`config.mk`:
```
export PLATFORM = sky130hd
export DESIGN_NAME = multicycle_sequencer
export DESIGN_NICKNAME = d
export VERILOG_FILES = /design/src/rtl/seq_pkg.sv /design/src/rtl/seq_out_decode.sv /design/src/rtl/multicycle_sequencer.sv
export SDC_FILE = /design/constraint.sdc
export NUM_CORES = 1
export LEC_CHECK = 0
export CAP_MARGIN = 40
export CORE_ASPECT_RATIO = 0.8
export CORE_UTILIZATION = 47
export DETAILED_ROUTE_END_ITERATION = 12
export PLACE_DENSITY = 0.84
export SETUP_SLACK_MARGIN = 0.05
export SYNTH_ARGS = -nofsm -noshare
export SYNTH_HDL_FRONTEND = slang
export SYNTH_HIERARCHICAL = 1
export SYNTH_SLANG_ARGS = --single-unit
```
`constraint.sdc`:
```
create_clock -name clk -period 4.9 [get_ports clk]
set_input_delay 0.98 -clock clk [delete_from_list [all_inputs] [get_ports clk]]
set_output_delay 0.98 -clock clk [all_outputs]
set_load 0.03 [all_outputs]
```
`src/rtl/seq_pkg.sv`:
```
// Shared definitions for the multi-cycle control sequencer and the datapath top:
// FSM state encodings, opcode field values, write-back source codes.
package seq_pkg;

    localparam int CNT_W_DEFAULT = 16;

    typedef enum logic [2:0] {
        ST_IDLE   = 3'd0,
        ST_FETCH  = 3'd1,
        ST_DECODE = 3'd2,
        ST_EXEC   = 3'd3,
        ST_MEM    = 3'd4,
        ST_WB     = 3'd5
    } state_e;

    localparam logic [1:0] OP_ALU   = 2'b00;
    localparam logic [1:0] OP_LOAD  = 2'b01;
    localparam logic [1:0] OP_STORE = 2'b10;
    localparam logic [1:0] OP_IMM   = 2'b11;

    localparam logic [1:0] WB_ALU = 2'b00;
    localparam logic [1:0] WB_MEM = 2'b01;
    localparam logic [1:0] WB_IMM = 2'b10;

    // STORE writes nothing back, so it shares the ALU code.
    function automatic logic [1:0] wb_code(input logic [1:0] op);
        logic [1:0] code;
        code = WB_ALU;
        case (op)
            OP_LOAD: code = WB_MEM;
            OP_IMM:  code = WB_IMM;
            default: code = WB_ALU;
        endcase
        return code;
    endfunction

endpackage

```
`src/rtl/seq_out_decode.sv`:
```
// Moore output decode for the sequencer: every strobe is a pure function of the
// registered state and the latched opcode, so each one is glitch-free per cycle.
module seq_out_decode
    import seq_pkg::*;
(
    input  logic [2:0] state,
    input  logic [1:0] op,
    output logic       instr_ready,
    output logic       pc_en,
    output logic       reg_we,
    output logic       mem_re,
    output logic       mem_we,
    output logic [1:0] wb_sel,
    output logic       busy
);

    // Decode strobes; pc_en marks the final cycle of an instruction (WB, or MEM for a store).
    always_comb begin
        instr_ready = 1'b0;
        pc_en       = 1'b0;
        reg_we      = 1'b0;
        mem_re      = 1'b0;
        mem_we      = 1'b0;
        wb_sel      = WB_ALU;
        busy        = (state != ST_IDLE);
        case (state)
            ST_FETCH: begin
                instr_ready = 1'b1;
            end
            ST_DECODE, ST_EXEC: begin
                wb_sel = wb_code(op);
            end
            ST_MEM: begin
                wb_sel = wb_code(op);
                mem_re = (op == OP_LOAD);
                mem_we = (op == OP_STORE);
                pc_en  = (op != OP_LOAD);
            end
            ST_WB: begin
                wb_sel = wb_code(op);
                reg_we = 1'b1;
                pc_en  = 1'b1;
            end
            default: begin
                instr_ready = 1'b0;
            end
        endcase
    end

endmodule

```
`src/rtl/multicycle_sequencer.sv`:
```
// Multi-cycle control sequencer: fetches one instruction byte over valid/ready,
// steps it through decode/execute/memory/write-back and counts retired instructions.
module multicycle_sequencer
    import seq_pkg::*;
#(
    parameter int CNT_W = CNT_W_DEFAULT
) (
    input  logic             clk,
    input  logic             reset,
    input  logic             run,
    input  logic             step,
    input  logic [7:0]       instr,
    input  logic             instr_valid,
    output logic             instr_ready,
    output logic [7:0]       ir,
    output logic             pc_en,
    output logic             reg_we,
    output logic             mem_re,
    output logic             mem_we,
    output logic [1:0]       wb_sel,
    output logic             busy,
    output logic [2:0]       state,
    output logic [CNT_W-1:0] retired
);

    state_e             state_q, state_d;
    logic [7:0]         ir_q, ir_d;
    logic [CNT_W-1:0]   retired_q, retired_d;

    seq_out_decode u_out_decode (
        .state       (state_q),
        .op          (ir_q[7:6]),
        .instr_ready (instr_ready),
        .pc_en       (pc_en),
        .reg_we      (reg_we),
        .mem_re      (mem_re),
        .mem_we      (mem_we),
        .wb_sel      (wb_sel),
        .busy        (busy)
    );

    // Next state, instruction capture and retire count; step is only honoured in IDLE.
    always_comb begin
        state_d   = state_q;
        ir_d      = ir_q;
        retired_d = retired_q;
        case (state_q)
            ST_IDLE: begin
                if (run || step) begin
                    state_d = ST_FETCH;
                end
            end
            ST_FETCH: begin
                if (instr_valid) begin
                    ir_d    = instr;
                    state_d = ST_DECODE;
                end
            end
            ST_DECODE: begin
                case (ir_q[7:6])
                    OP_ALU:  state_d = ST_EXEC;
                    OP_IMM:  state_d = ST_WB;
                    default: state_d = ST_MEM;
                endcase
            end
            ST_EXEC: begin
                state_d = ST_WB;
            end
            ST_MEM: begin
                if (ir_q[7:6] == OP_LOAD) begin
                    state_d = ST_WB;
                end
            end
            ST_WB: begin
                state_d = ST_WB;
            end
            default: begin
                state_d = ST_IDLE;
            end
        endcase
        // The last cycle of an instruction retires it and either chains or parks.
        if (pc_en) begin
            retired_d = retired_q + CNT_W'(1);
            state_d   = run ? ST_FETCH : ST_IDLE;
        end
    end

    // State, instruction and counter registers; reset aborts any instruction in flight.
    always_ff @(posedge clk or negedge reset) begin
        if (!reset) begin
            state_q   <= ST_IDLE;
            ir_q      <= 8'h00;
            retired_q <= '0;
        end else begin
            state_q   <= state_d;
            ir_q      <= ir_d;
            retired_q <= retired_d;
        end
    end

    assign ir      = ir_q;
    assign state   = state_q;
    assign retired = retired_q;

endmodule

```
==> flow_summary.toml, run 1 <==
[sta]
setup_violations = 0
skew_ns = 0.00341
fin_crit_ns = 3.15
whs_ns = 0.494
fin_setup_tns_ns = 0
max_freq_ghz = 0.317
relSlewSlack_pct = 66.0
slew_viol_final = 0
final_hold_viol_count = 0
rsz0062_at_grt = "false"
period_share_pct = 64.3
worst_pin_slew_ns = 0.511

[worst_setup_path]
setup.worst_path.end = "pc_en"
endpoint_kind = "output port"
critical_path_arrival_ns = 2.17
rr_worst_depth = 5
reg2reg_slack_ns = 2.78
reg2reg_to = "retired[15]"
cpMaxStageDelayCell = "clkdlybuf4s50_1"
cp-start-kind = "flip-flop"
cp_max_fo = 16
cpPeakStageDelay_ns = 0.73
path_cells = "o211a_1 > clkdlybuf4s50_1"
startpoint = "state[2]"
timing.rr.start = "state[2]"
required_ns = 3.92
worst-setup-path-type = "flip-flop to output port"

[detailed_routing]
via_count = 1036
wl_mm = 2.77
viasPerCell = 5.15
drc = 0
drt-initial-drc-count = 30
wl_per_cell_um = 13.8
drt_first_pass_iters = 4
ant_nets = 0

[cts]
clk_pin_slew_ns = 0.15
cts_max_level = 1
postCtsHoldBufs = 0
cts_setup_buffers = 0
clock-sinks = 27
max-clock-path-buffers = 2
cts_root_buffer = "clkbuf_4"
cts_resized = 0
numCtsBuffers = 3
cts_tree = "built"
clock_latency_ns = 0.33

[yosys]
synth_top_area_share_pct = 50.9
synth_cells = 115
synth-edff-count = 0
ys_ff_latch = 27
yosys.area.top_type = "dfrtp_1"
synth.distinct_cells = 33
synth-seq-area-share_pct = 50.9
yosysWarnings = 6
async_flop_share_pct = 100
yosys_most_used_dff = "dfrtp_1"
syn_avg_cell_area_um2 = 11.5
syn_nets = 132
synth_area_leaders = "dfrtp_1 (51%), xnor2_1 (7.9%), mux2_2 (5.9%)"
netlist_area_um2 = 1330

[global_route]
grt_start_max_net_pins = 28
grt.total_usage_pct = 20.6
overflow = 0
antenna_found_initial = 0
grt_pass1_wl_mm = 4.60
grt_pass1_vias = 991

[final_layout]
antenna_cells = 0
area_growth_pct = 40.8
regArea_um2 = 676
multi_input_area_um2 = 618
nNetsFinal = 183
drive_gt1_share_pct = 10.9
final_cells = 201
postLayoutCoreUtil_pct = 72.9
fillers = 198

[die]
start_util_pct = 51.8
die_height_um = 49.5
num_rows = 16
ios = 48
die_area_um2 = 3040
die_x_um = 61.4
fp.coreArea_um2 = 2560

[power]
vdd_drop_max_mv = 0.319
power_density_nw_per_um2 = 578
power_mw = 1.08
p_leak_nw = 0.788

[place]
dpl.cell_count = 197
port_buffers = 47
post-dp-hpwl_mm = 2.16
gp_congestion = 0.792

[job]
maxCapViolCount = 0

[min_path]
min_path_type = "flip-flop to flip-flop"

[run_status]
status = "completed"
-- power by group --
part	internal (mW)	switching (mW)	total, mW
logic	0.270	0.325	0.595
registers	0.288	0.0974	0.386
clock network	0.0313	0.0677	0.0990
-- cells in the mapped netlist, types with 3 or more instances --
master    instances
nand4_1           4
mux2_2            7
nand2_1          10
nand3b_1          3
dfrtp_1          27
nor2_1            9
xnor2_1          12
ha_1              4
inv_1             6
xor2_1            4
o21ai_0           3
-- cell usage in the layout (no fill, tap or decap), types with 2 or more instances in the layout --
cell | netlist | routed
dfrtp_1 | 27 | 27
mux2_2 | 7 | 7
ha_1 | 4 | 4
xor2_1 | 4 | 4
clkbuf_4 | 0 | 3
nand2b_1 | 2 | 2
nand3_1 | 2 | 2
and3_1 | 2 | 2
a21oi_1 | 2 | 2
nand2_1 | 10 | 10
nand3b_1 | 3 | 3
inv_1 | 6 | 6
o21ai_0 | 3 | 3
nor2_1 | 9 | 9
nand4_1 | 4 | 4
clkdlybuf4s50_1 | 0 | 47
xnor2_1 | 12 | 12
-- through the flow --
stage          worst slack (ns)  instance area, um2
2_1_floorplan              2.49                1330
3_3_place_gp               2.20                1840
3_5_place_dp               2.14                1840
4_1_cts                    1.75                1870
5_1_grt                    1.66                1870
6_report                   1.75                1870
-- sequential cells by signal (all words and copies together), names as in the netlist --
| name | flops |
|---|---|
| ir | 8 |
| retired | 16 |
| state | 3 |
-- per-layer routing --
layer  up-vias  routed length, um  global-route usage [%]
met5         -                  0                       0
met4         0                 19                    4.07
met3         3                 86                    5.77
met2        24               1430                    33.7
met1       515               1230                    27.5
li1        494                  -                       -
-- critical path: cells and delay by family (launching register included) --
| kind | cells | cell delay (ns) |
|---|---|---|
| buffers and inverters | 1 | 0.73 |
| flip-flops | 1 | 0.69 |
| AO/OA/AOI/OAI | 1 | 0.42 |
-- final cells by class --
| type | instances | share of cell area (%) |
|---|---|---|
| clock inverters | 1 | 0.402 |
| clock buffers | 3 | 1.20 |
| well taps | 36 | 2.41 |
| flip-flops and latches | 27 | 36.1 |
| inverters | 6 | 1.20 |
| repair buffers | 48 | 25.6 |
| multi-input cells | 80 | 33.1 |
-- logic make-up after synthesis --
kind of cell	count (synthesis)	synth area share, %
fa+ha+maj	4	3.77
mux	7	5.94
flops	27	50.9
buf+inv	8	2.54
compound gates	9	4.34
simple gates	44	22.0
xor+xnor	16	10.6
-- worst min path at each step --
stage | end | slack [ns] | from | cells after the start
after floorplan | retired[15] | 0.65 | retired[15] | 1
after global placement | retired[15] | 0.46 | retired[15] | 1
after detailed placement | retired[15] | 0.48 | retired[15] | 1
after CTS | retired[15] | 0.50 | retired[15] | 1
after global routing | retired[15] | 0.52 | retired[15] | 1
final | retired[15] | 0.49 | retired[15] | 1
(Power assumes the default switching activity.)
==> inputs of run 2 (changes only) <==
- CORE_UTILIZATION: 47 -> 44
- PLACE_DENSITY: 0.84 -> 0.79
- clock period: 4.9 -> 2.9 ns (I/O delays scaled with it)
==> flow_summary.toml, run 2 (same netlist as run 1, synthesis figures left out) <==
[final_layout]
area_growth_pct = 42.2
postLayoutCoreUtil_pct = 67.2
antenna_cells = 0
layout_commonest_cell = "clkdlybuf4s50_1"
layout_common_cells = "clkdlybuf4s50_1 (47), dfrtp_1 (27), xnor2_1 (12)"
nNetsFinal = 183
largest_reg_flops = 16
drive_gt1_share_pct = 10.9

[die]
die_height_um = 51.1
num_rows = 17
start_util_pct = 47.3
die_x_um = 63.4
ios = 48
fp.coreArea_um2 = 2810
die_area_um2 = 3240

[worst_setup_path]
startpoint = "state[2]"
path_delay_family = "buffers and inverters"
cpPeakStageDelay_ns = 0.73
crit_cells = 2
critPathBufInv = 1
endpoint_kind = "output port"
path_cells = "o211a_1 > clkdlybuf4s50_1"
critical_path_arrival_ns = 2.07
rr_worst_depth = 5
cp-start-kind = "flip-flop"
required_ns = 2.32
cp_max_fo = 16
reg2reg_slack_ns = 0.85
worst-setup-path-type = "flip-flop to output port"
timing.rr.start = "state[2]"
cpMaxStageDelayCell = "clkdlybuf4s50_1"
setup.worst_path.end = "pc_en"
reg2reg_to = "retired[12]"

[power]
power_density_nw_per_um2 = 977
vdd_drop_max_mv = 0.576
p_leak_nw = 0.799

[cts]
max-clock-path-buffers = 2
clock_latency_ns = 0.26
cts_max_level = 1
cts_tree = "built"
clock-sinks = 27
cts_setup_buffers = 0
cts_root_buffer = "clkbuf_8"
postCtsHoldBufs = 0
numCtsBuffers = 3
cts_resized = 0
clk_pin_slew_ns = 0.08

[sta]
skew_ns = 0.00445
fin_crit_ns = 2.65
period_share_pct = 91.3
relSlewSlack_pct = 67.0
slew_viol_final = 0
max_freq_ghz = 0.378
worst_pin_slew_ns = 0.495
fin_setup_tns_ns = 0
rsz0062_at_grt = "false"
setup_violations = 0
final_hold_viol_count = 0

[detailed_routing]
drt-initial-drc-count = 24
viasPerCell = 4.89
via_count = 993
wl_per_cell_um = 12.5
drc = 0
drt_first_pass_iters = 3
ant_nets = 0
wl_mm = 2.54

[global_route]
grt_pass1_vias = 993
grt_start_max_net_pins = 28
antenna_found_initial = 0
overflow = 0
grt_pass1_wl_mm = 4.43
grt.total_usage_pct = 18.0

[place]
gp_congestion = 0.732
post-dp-hpwl_mm = 1.94
port_buffers = 47

[job]
maxCapViolCount = 0

[run_status]
status = "completed"

[min_path]
min_path_type = "flip-flop to flip-flop"
[run 2: through the flow]
step | instances | area [um2] | setup WS (ns) | total power [mW] | hold WS, ns
2_1_floorplan | 115 | 1330 | 0.788 | 1.26 | 0.284
6_report | 203 | 1890 | 0.252 | 1.84 | 0.486
3_3_place_gp | 199 | 1840 | 0.596 | 1.63 | 0.461
3_5_place_dp | 199 | 1840 | 0.525 | 1.65 | 0.483
4_1_cts | 203 | 1890 | 0.234 | 1.87 | 0.498
5_1_grt | 203 | 1890 | 0.122 | 1.97 | 0.514
[run 2: metal layers]
layer	up-vias	wire length (um)	track usage [%]
met5	-	0	0
met4	0	23	4.55
met3	2	79	5.13
met2	19	1290	30.9
met1	475	1150	22.3
li1	497	-	-
[run 2: how the worst min path moves through the flow]
| stage | cells past startpoint | endpoint | startpoint |
|---|---|---|---|
| 2_1_floorplan | 0 | ir[0] | reset |
| 3_3_place_gp | 1 | retired[15] | retired[15] |
| 3_5_place_dp | 1 | retired[15] | retired[15] |
| 4_1_cts | 1 | retired[15] | retired[15] |
| 5_1_grt | 1 | retired[15] | retired[15] |
| 6_report | 1 | retired[15] | retired[15] |
[run 2: worst reg2reg max path, stage by stage, from the launching register on]
cell     delay [ns]
dfrtp_1        0.66
o211a_1        0.42
nand4_1        0.29
nor3_2         0.30
nand3_1        0.14
xnor2_1        0.14
[run 2: area by class of cell]
type | instances | area (um2)
clock inverters | 1 | 5.00
inverters | 6 | 22.5
flip-flops and latches | 27 | 676
repair buffers | 48 | 478
clock buffers | 3 | 41.3
multi-input cells | 80 | 618
fillers | 224 | 920
well taps | 38 | 47.5
[run 2: power breakdown]
| group | switching, mW | total (mW) | internal, mW | leakage (nW) |
|---|---|---|---|---|
| clock | 0.105 | 0.201 | 0.0959 | 0.0255 |
| sequential | 0.159 | 0.647 | 0.488 | 0.347 |
| combinational | 0.543 | 0.997 | 0.454 | 0.427 |
